===== config.mk =====
export PLATFORM = sky130hd
export DESIGN_NAME = bcd_calendar
export DESIGN_NICKNAME = d
export VERILOG_FILES = /design/src/rtl/bcd_calendar.sv
export SDC_FILE = /design/constraint.sdc
export NUM_CORES = 1
export LEC_CHECK = 0
export BUFFER_PORTS_ARGS = -buffer_cell sky130_fd_sc_hd__buf_2
export CAP_MARGIN = 20
export CORE_MARGIN = 3
export CORE_UTILIZATION = 40
export CTS_CLUSTER_SIZE = 8
export DETAILED_ROUTE_END_ITERATION = 8
export PLACE_DENSITY_LB_ADDON = 0.25
export SYNTH_ARGS = -nofsm -noshare
export SYNTH_HDL_FRONTEND = slang
export SYNTH_SLANG_ARGS = --single-unit

===== constraint.sdc =====
create_clock -name clk_i -period 5.1 [get_ports clk_i]
set_input_delay 0.765 -clock clk_i [delete_from_list [all_inputs] [get_ports clk_i]]
set_output_delay 0.765 -clock clk_i [all_outputs]
set_load 0.005 [all_outputs]

===== src/rtl/bcd_calendar.sv =====
// BCD time-of-day / calendar counter with day-of-week, validated atomic load and rollover strobes.
// Define BCD_CALENDAR_LEAP_YEAR_EN to enable 29 February in leap years; otherwise February always has 28 days.
module bcd_calendar #(
  parameter int YEAR_DIGITS = 2
) (
  input  logic                     clk_i,
  input  logic                     rst_ni,
  input  logic                     inc_i,
  input  logic                     load_i,
  input  logic [4*YEAR_DIGITS-1:0] load_year_i,
  input  logic [4:0]               load_month_i,
  input  logic [5:0]               load_day_i,
  input  logic [5:0]               load_hour_i,
  input  logic [6:0]               load_minute_i,
  input  logic [6:0]               load_second_i,
  input  logic [2:0]               load_dow_i,
  output logic [4*YEAR_DIGITS-1:0] year_o,
  output logic [4:0]               month_o,
  output logic [5:0]               day_o,
  output logic [5:0]               hour_o,
  output logic [6:0]               minute_o,
  output logic [6:0]               second_o,
  output logic [2:0]               dow_o,
  output logic                     valid_o,
  output logic                     load_err_o,
  output logic                     minute_tick_o,
  output logic                     day_tick_o
);

  localparam int YW = 4 * YEAR_DIGITS;

  logic [YW-1:0] year_q, year_d, year_inc;
  logic [4:0]    month_q, month_d;
  logic [5:0]    day_q, day_d, hour_q, hour_d;
  logic [6:0]    minute_q, minute_d, second_q, second_d;
  logic [2:0]    dow_q, dow_d;
  logic          valid_q, valid_d, load_err_q, load_err_d;
  logic          minute_tick_q, minute_tick_d, day_tick_q, day_tick_d;
  logic          leap_cur, leap_ld, load_ok;
  logic [YEAR_DIGITS-1:0] ydig_ok, ycarry;

  function automatic logic [7:0] bcd_inc(input logic [7:0] v);
    if (v[3:0] == 4'd9) return {v[7:4] + 4'd1, 4'd0};
    return {v[7:4], v[3:0] + 4'd1};
  endfunction

  function automatic logic [5:0] days_in_month(input logic [4:0] m, input logic leap);
    case (m)
      5'h04, 5'h06, 5'h09, 5'h11: return 6'h30;
      5'h02:                      return leap ? 6'h29 : 6'h28;
      default:                    return 6'h31;
    endcase
  endfunction

`ifdef BCD_CALENDAR_LEAP_YEAR_EN
  // A two-digit BCD number 10t+o is divisible by 4 iff o is 0/4/8 (t even) or 2/6 (t odd).
  function automatic logic div4(input logic [7:0] v);
    if (v[4]) return (v[3:0] == 4'd2) || (v[3:0] == 4'd6);
    return (v[3:0] == 4'd0) || (v[3:0] == 4'd4) || (v[3:0] == 4'd8);
  endfunction

  function automatic logic is_leap(input logic [15:0] y);
    if (YEAR_DIGITS == 4 && y[7:0] == 8'h00) return div4(y[15:8]);
    return div4(y[7:0]);
  endfunction

  assign leap_cur = is_leap(16'(year_q));
  assign leap_ld  = is_leap(16'(load_year_i));
`else
  assign leap_cur = 1'b0;
  assign leap_ld  = 1'b0;
`endif

  for (genvar gi = 0; gi < YEAR_DIGITS; gi++) begin : g_year
    assign ydig_ok[gi] = load_year_i[4*gi +: 4] <= 4'd9;
    if (gi == 0) begin : g_c0
      assign ycarry[gi] = 1'b1;
    end else begin : g_cn
      assign ycarry[gi] = ycarry[gi-1] && (year_q[4*(gi-1) +: 4] == 4'd9);
    end
    assign year_inc[4*gi +: 4] = !ycarry[gi]                  ? year_q[4*gi +: 4] :
                                 (year_q[4*gi +: 4] == 4'd9) ? 4'd0 :
                                                               year_q[4*gi +: 4] + 4'd1;
  end

  assign load_ok = (&ydig_ok)
                && (load_month_i[3:0] <= 4'd9)
                && (load_month_i[4] ? (load_month_i[3:0] <= 4'd2) : (load_month_i[3:0] != 4'd0))
                && (load_day_i[3:0] <= 4'd9) && (load_day_i != 6'h00)
                && (load_day_i <= days_in_month(load_month_i, leap_ld))
                && (load_hour_i[3:0] <= 4'd9) && (load_hour_i <= 6'h23)
                && (load_minute_i[3:0] <= 4'd9) && (load_minute_i <= 7'h59)
                && (load_second_i[3:0] <= 4'd9) && (load_second_i <= 7'h59)
                && (load_dow_i <= 3'd6);

  always_comb begin
    year_d        = year_q;
    month_d       = month_q;
    day_d         = day_q;
    hour_d        = hour_q;
    minute_d      = minute_q;
    second_d      = second_q;
    dow_d         = dow_q;
    valid_d       = valid_q;
    load_err_d    = 1'b0;
    minute_tick_d = 1'b0;
    day_tick_d    = 1'b0;
    // Load has priority over inc, and a rejected load still swallows the increment.
    if (load_i) begin
      if (load_ok) begin
        year_d   = load_year_i;
        month_d  = load_month_i;
        day_d    = load_day_i;
        hour_d   = load_hour_i;
        minute_d = load_minute_i;
        second_d = load_second_i;
        dow_d    = load_dow_i;
        valid_d  = 1'b1;
      end else begin
        load_err_d = 1'b1;
      end
    end else if (inc_i) begin
      second_d = (second_q == 7'h59) ? 7'h00 : 7'(bcd_inc({1'b0, second_q}));
      if (second_q == 7'h59) begin
        minute_tick_d = 1'b1;
        minute_d = (minute_q == 7'h59) ? 7'h00 : 7'(bcd_inc({1'b0, minute_q}));
        if (minute_q == 7'h59) begin
          hour_d = (hour_q == 6'h23) ? 6'h00 : 6'(bcd_inc({2'b00, hour_q}));
          if (hour_q == 6'h23) begin
            day_tick_d = 1'b1;
            dow_d = (dow_q == 3'd6) ? 3'd0 : dow_q + 3'd1;
            if (day_q == days_in_month(month_q, leap_cur)) begin
              day_d   = 6'h01;
              month_d = (month_q == 5'h12) ? 5'h01 : 5'(bcd_inc({3'b000, month_q}));
              if (month_q == 5'h12) year_d = year_inc;
            end else begin
              day_d = 6'(bcd_inc({2'b00, day_q}));
            end
          end
        end
      end
    end
  end

  always_ff @(posedge clk_i) begin
    if (!rst_ni) begin
      year_q        <= '0;
      month_q       <= 5'h01;
      day_q         <= 6'h01;
      hour_q        <= 6'h00;
      minute_q      <= 7'h00;
      second_q      <= 7'h00;
      dow_q         <= 3'd6;
      valid_q       <= 1'b0;
      load_err_q    <= 1'b0;
      minute_tick_q <= 1'b0;
      day_tick_q    <= 1'b0;
    end else begin
      year_q        <= year_d;
      month_q       <= month_d;
      day_q         <= day_d;
      hour_q        <= hour_d;
      minute_q      <= minute_d;
      second_q      <= second_d;
      dow_q         <= dow_d;
      valid_q       <= valid_d;
      load_err_q    <= load_err_d;
      minute_tick_q <= minute_tick_d;
      day_tick_q    <= day_tick_d;
    end
  end

  assign year_o        = year_q;
  assign month_o       = month_q;
  assign day_o         = day_q;
  assign hour_o        = hour_q;
  assign minute_o      = minute_q;
  assign second_o      = second_q;
  assign dow_o         = dow_q;
  assign valid_o       = valid_q;
  assign load_err_o    = load_err_q;
  assign minute_tick_o = minute_tick_q;
  assign day_tick_o    = day_tick_q;

endmodule


# Word level (Yosys, flattened, before mapping)
# Index checks and enable logic that the tools add are counted.
# word_totals
input_bits,46
latch_bits,0
memories,0
ramBits,0
romBits,0
out_inout_bits,46
word_cells,211
register_bits,46
# op_classes
n_eq_ne,24
shifts,0
bitwise,4
n_addsub,13
n_lt_le_gt_ge,13
mul,0
div,0
n_mux,95
reduce_logical,45
# op_table
cell,n
$mux 6,22
$mux 7,13
$mux 8,8
$mux 5,10
$mux 1,30
$add 4x1->4 const B,7
$eq 4x4->1 const B,7
$le 4x4->1 const B,7
$mux 3,7
$eq 5x3->1 const B,4
$pmux 5 s2,2
$eq 5x5->1 const B,3
$reduce_bool 3->1,5
$eq 7x7->1 const B,2
$le 7x7->1 const B,2
$reduce_and 7->1,2
$reduce_bool 2->1,7
$logic_and 1x1->1,12
$mux 4,3
$reduce_and 6->1,2
$eq 5x2->1 const B,2
$eq 5x4->1 const B,2
$reduce_and 5->1,2
$add 3x1->3 const B,3
other kinds (20),30

# Logic depth before layout (Yosys ltp)
# depth
ltp_word,23
ltp_mapped,13
mapped_depth_nobuf,12

# Worst setup path after synthesis
# Ideal clock, no wire load.
# synth_path
path_type,input port to flip-flop
start,input load_month_i[2]
end,"register month_q[4], in the netlist month_o[4]"
setup_ps,122
arrival_ps,3088
stages,11
slack_ps,1890
cell_sequence,nor2_1 > a21oi_1 > o21a_1 > ha_1 > nand3_1 > o31a_1 > a211oi_1 > and3_1 > buf_2 > o21ai_0 > o311a_1
# synth_via
elab_chain_len,15
elab_cells_between_ends,26
# synth_lines
item,line_no,source
"start, declared",11,"input logic [4:0] load_month_i,"
branches (longest 5 deep; another with $le 6x6->1),--,
$logic_and 1x1->1 *,90,"&& (load_day_i <= days_in_month(load_month_i, leap_ld))"
$logic_and 1x1->1 * (2 in series),91,&& (load_hour_i[3:0] <= 4'd9) && (load_hour_i <= 6'h23)
$logic_and 1x1->1 * (2 in series),92,&& (load_minute_i[3:0] <= 4'd9) && (load_minute_i <= 7'h59)
$logic_and 1x1->1 * (2 in series),93,&& (load_second_i[3:0] <= 4'd9) && (load_second_i <= 7'h59)
$logic_and 1x1->1 *,94,&& (load_dow_i <= 3'd6);
$ne 2x1->1 (no line) *,--,
$reduce_and 7->1 (no line) *,--,
"end signal, assigned",160,month_q <= month_d;
"end, declared",33,"logic [4:0] month_q, month_d;"
# Every way passes the cells marked *.
# A chain may end at the register's enable or synchronous reset.

# Final worst setup path
# layout_path
start,input load_month_i[2]
end,"register minute_q[5], in the netlist minute_o[5]"
# layout_via
elab_chain_len,15
elab_cells_between_ends,26
# layout_lines
item,line_no,source
branches (longest 5 deep; another with $le 6x6->1),--,
$logic_and 1x1->1 *,90,
$logic_and 1x1->1 * (2 in series),91,
$logic_and 1x1->1 * (2 in series),92,
$logic_and 1x1->1 * (2 in series),93,
$logic_and 1x1->1 *,94,
$ne 2x1->1 (no line) *,--,
$reduce_and 4->1 (no line) *,--,
"end signal, assigned",163,minute_q <= minute_d;
"end, declared",35,"logic [6:0] minute_q, minute_d, second_q, second_d;"
# Marks and branches as above.

==> out/metrics.csv <==
stage,metric,value,unit
global_routing,antenna violations before repair,0,
worst_setup_path,critical path class,in2reg,
power_and_ir_drop,power per cell area,193,nW/um2
clock_tree,TritonCTS Buffers,5,
finish,"commonest cells after routing, fill and taps aside","buf_2 (91), nor2_1 (52), dfxtp_1 (46)",
timing,"Setup violations, final",0,
clock_tree,"Clk Latency, worst-skew pair",300,ps
drt,DR vias,3448,
floorplan,Die Y,95.6,um
worst_setup_path,WP data arrival,3730,ps
yosys,synthesized area,3210,um2
clock_tree,post_cts resized,0,
timing,RSZ-0062 raised after global routing,false,
timing,"Min Clock Period, post-route",3520,ps
drt,post-DR wirelength/cell,15.0,um
worst_setup_path,Reg2Reg Depth,7,
worst_setup_path,maximum fanout along the worst path,10,
yosys,syn_nets,488,
worst_setup_path,CP max stage cell,a211oi_1,
timing,pins over their slew limit,0,
yosys,cell count after synthesis,430,
worst_setup_path,crit path cell chain,"buf_2, nor2_1, a21oi_1, o21a_1, ha_1, nand3_1, o31a_1, a211oi_1, and3_1, o21a_1, nor2_1, a211oi_1",
run_status,status,"complete, no violations",
finish,nets,564,
drt,overall routed net length,9150,um
yosys,top post-synthesis cells by area,"dfxtp_1 (29%), a21oi_1 (6.2%), nor2_1 (6.1%)",
clock_tree,CTS Buffer Depth,2,
worst_setup_path,critical path required time,5310,ps
floorplan,die width,95.6,um
floorplan,area of the die,9130,um2
yosys,top_reg_cell synth,dfxtp_1,
finish,Antenna diodes,0,
clock_tree,clock tree root driver cell,clkbuf_8,
yosys,sequential share of the synthesized area,28.7,%
drt,via density per instance,5.66,
clock_tree,Post-CTS Setup Inserts,0,
power_and_ir_drop,Worst VDD drop,0.000115,V
run,max-cap violations,0,
timing,TNS Setup,0,ps
drt,Antenna Nets Post-Route,0,
global_routing,first-pass GRT wire length,14300,um
finish,area grow syn2layout,18.4,%
floorplan,Cell Rows,32,
clock_tree,clock slew at reported path FFs,90,ps
yosys,post-synth cell types,67,
worst_setup_path,crit path capture type,flop,
finish,"most common cell after layout, fill and taps aside",buf_2,
yosys,"area leader, netlist",dfxtp_1,
yosys,Synthesis Warnings,0,
clock_tree,clk sinks,46,
yosys,Seq cells post-synth,46,
timing,Final Skew,5.96,ps
worst_setup_path,WP depth,12,
yosys,Yosys top cell area share,28.7,%
global_routing,number of global-route vias before repair,3004,
clock_tree,CTS tree,yes,
place,GPL Wtd Cong,0.839,
finish,fin area,3800,um2
timing,Final Hold Fails,0,
yosys,number of flops mapped to enable cells by yosys,0,
min_path,HP Class,reg2reg,
timing,Slew @ Worst Pin,825,ps
place,IO buf count,91,
worst_setup_path,Worst path top cell family by delay,compound AO/OA/AOI/OAI gates,
drt,number of remaining DRC errors,0,
drt,Iteration-0 DRC Markers,127,
clock_tree,H-tree lvl count,2,
clock_tree,hold buffers post-CTS,0,
global_routing,largest net degree at the start of global routing,52,
place,dpl hpwl,6820,um
worst_setup_path,Setup crit start kind,input port,
floorplan,Ports,92,
floorplan,core footprint,7770,um2
floorplan,starting density of the core,41.3,%
drt,DR pass1 iterations,4,
finish,share of cells above drive strength 1,21.7,%
global_routing,total gr overflow,0,
worst_setup_path,WP buf/inv,1,
place,Area after DPL,3690,um2
power_and_ir_drop,Lkg Pwr,1.55,nW
timing,Rel. slew slack,44.8,%
yosys,Async SR Flop Fraction,0,%
timing,crit share post-route,69.1,%
global_routing,gr usage total,19.7,%
worst_setup_path,CP peak stage delay,640,ps
yosys,syn_area_per_cell,7.46,um2
timing,f_max,284,MHz
min_path,worst hold path cell count,2,
where the power goes:
group          switching, mW  total (mW)  internal [mW]
Combinational         0.0559      0.0905         0.0346
Clock                  0.130       0.276          0.146
Sequential           0.00430       0.366          0.361
flip-flops by register name, indices dropped and copies added, names as in the netlist:
name,count
day_o,6
day_tick_o,1
dow_o,3
hour_o,6
load_err_o,1
minute_o,7
minute_tick_o,1
month_o,5
second_o,7
valid_o,1
year_o,8
stage by stage:
step                std cells  utilization, %  power, mW  setup slack [ps]  hold slack (ps)
floorplan                 430               -      0.425              1890              465
global placement          601            47.5      0.462              1440              446
detailed placement        601            47.5      0.464              1330              470
CTS                       609            48.9      0.745              1610              493
global route              609            48.9      0.769              1310              523
finish                    609            48.9      0.732              1580              494
area by class of cell:
type,count,area [um2]
Tap cell,102,128
Timing Repair Buffer,92,463
Clock inverter,2,37.5
Fill cell,822,3970
Multi-Input combinational cell,340,2100
Clock buffer,6,72.6
Inverter,21,78.8
Sequential cell,46,921
layer usage:
| layer | GRT usage [%] | vias up | wire [um] |
|---|---|---|---|
| met1 | 26.2 | 1599 | 4190 |
| li1 | - | 1743 | - |
| met5 | 0 | - | 0 |
| met2 | 32.9 | 99 | 4320 |
| met3 | 3.55 | 7 | 550 |
| met4 | 4.74 | 0 | 85 |
Yosys cell counts, drive strengths merged, types with 4 or more instances:
cell type and n:
nor2 52, dfxtp 46, a21oi 40, nand2 36
o21ai 35, inv 21, a211oi 16, clkbuf 16
nor3 13, ha 12, nand3 12, mux2i 11
o211ai 10, nor2b 8, buf 6, nor3b 6
a22oi 5, a31oi 5, and2 5, o31ai 5
a32oi 4, and3 4, nand3b 4, nor4 4
kinds of logic after synthesis:
logic type / after synthesis / synth area share [%]
compound gates: 146 / 29.8
xor+xnor: 3 / 0.819
fa+ha+maj: 12 / 4.68
buf+inv: 44 / 5.93
flops: 46 / 28.7
mux: 11 / 3.43
simple gates: 168 / 26.7
worst min-delay path, stage by stage, from the launching register on:
cell,delay (ps)
dfxtp_1,340
nor2_1,50
nor2_1,80
path summary, 6_finish.rpt:
path | start | slack, ps | end
worst max register to register | second_o[1] | 2600 | year_o[4]
worst max-delay path | load_month_i[2] | 1580 | minute_o[5]
worst min register to register | valid_o | 490 | valid_o
worst min-delay path | valid_o | 490 | valid_o
Note: power is estimated with default switching activity, not from simulation.
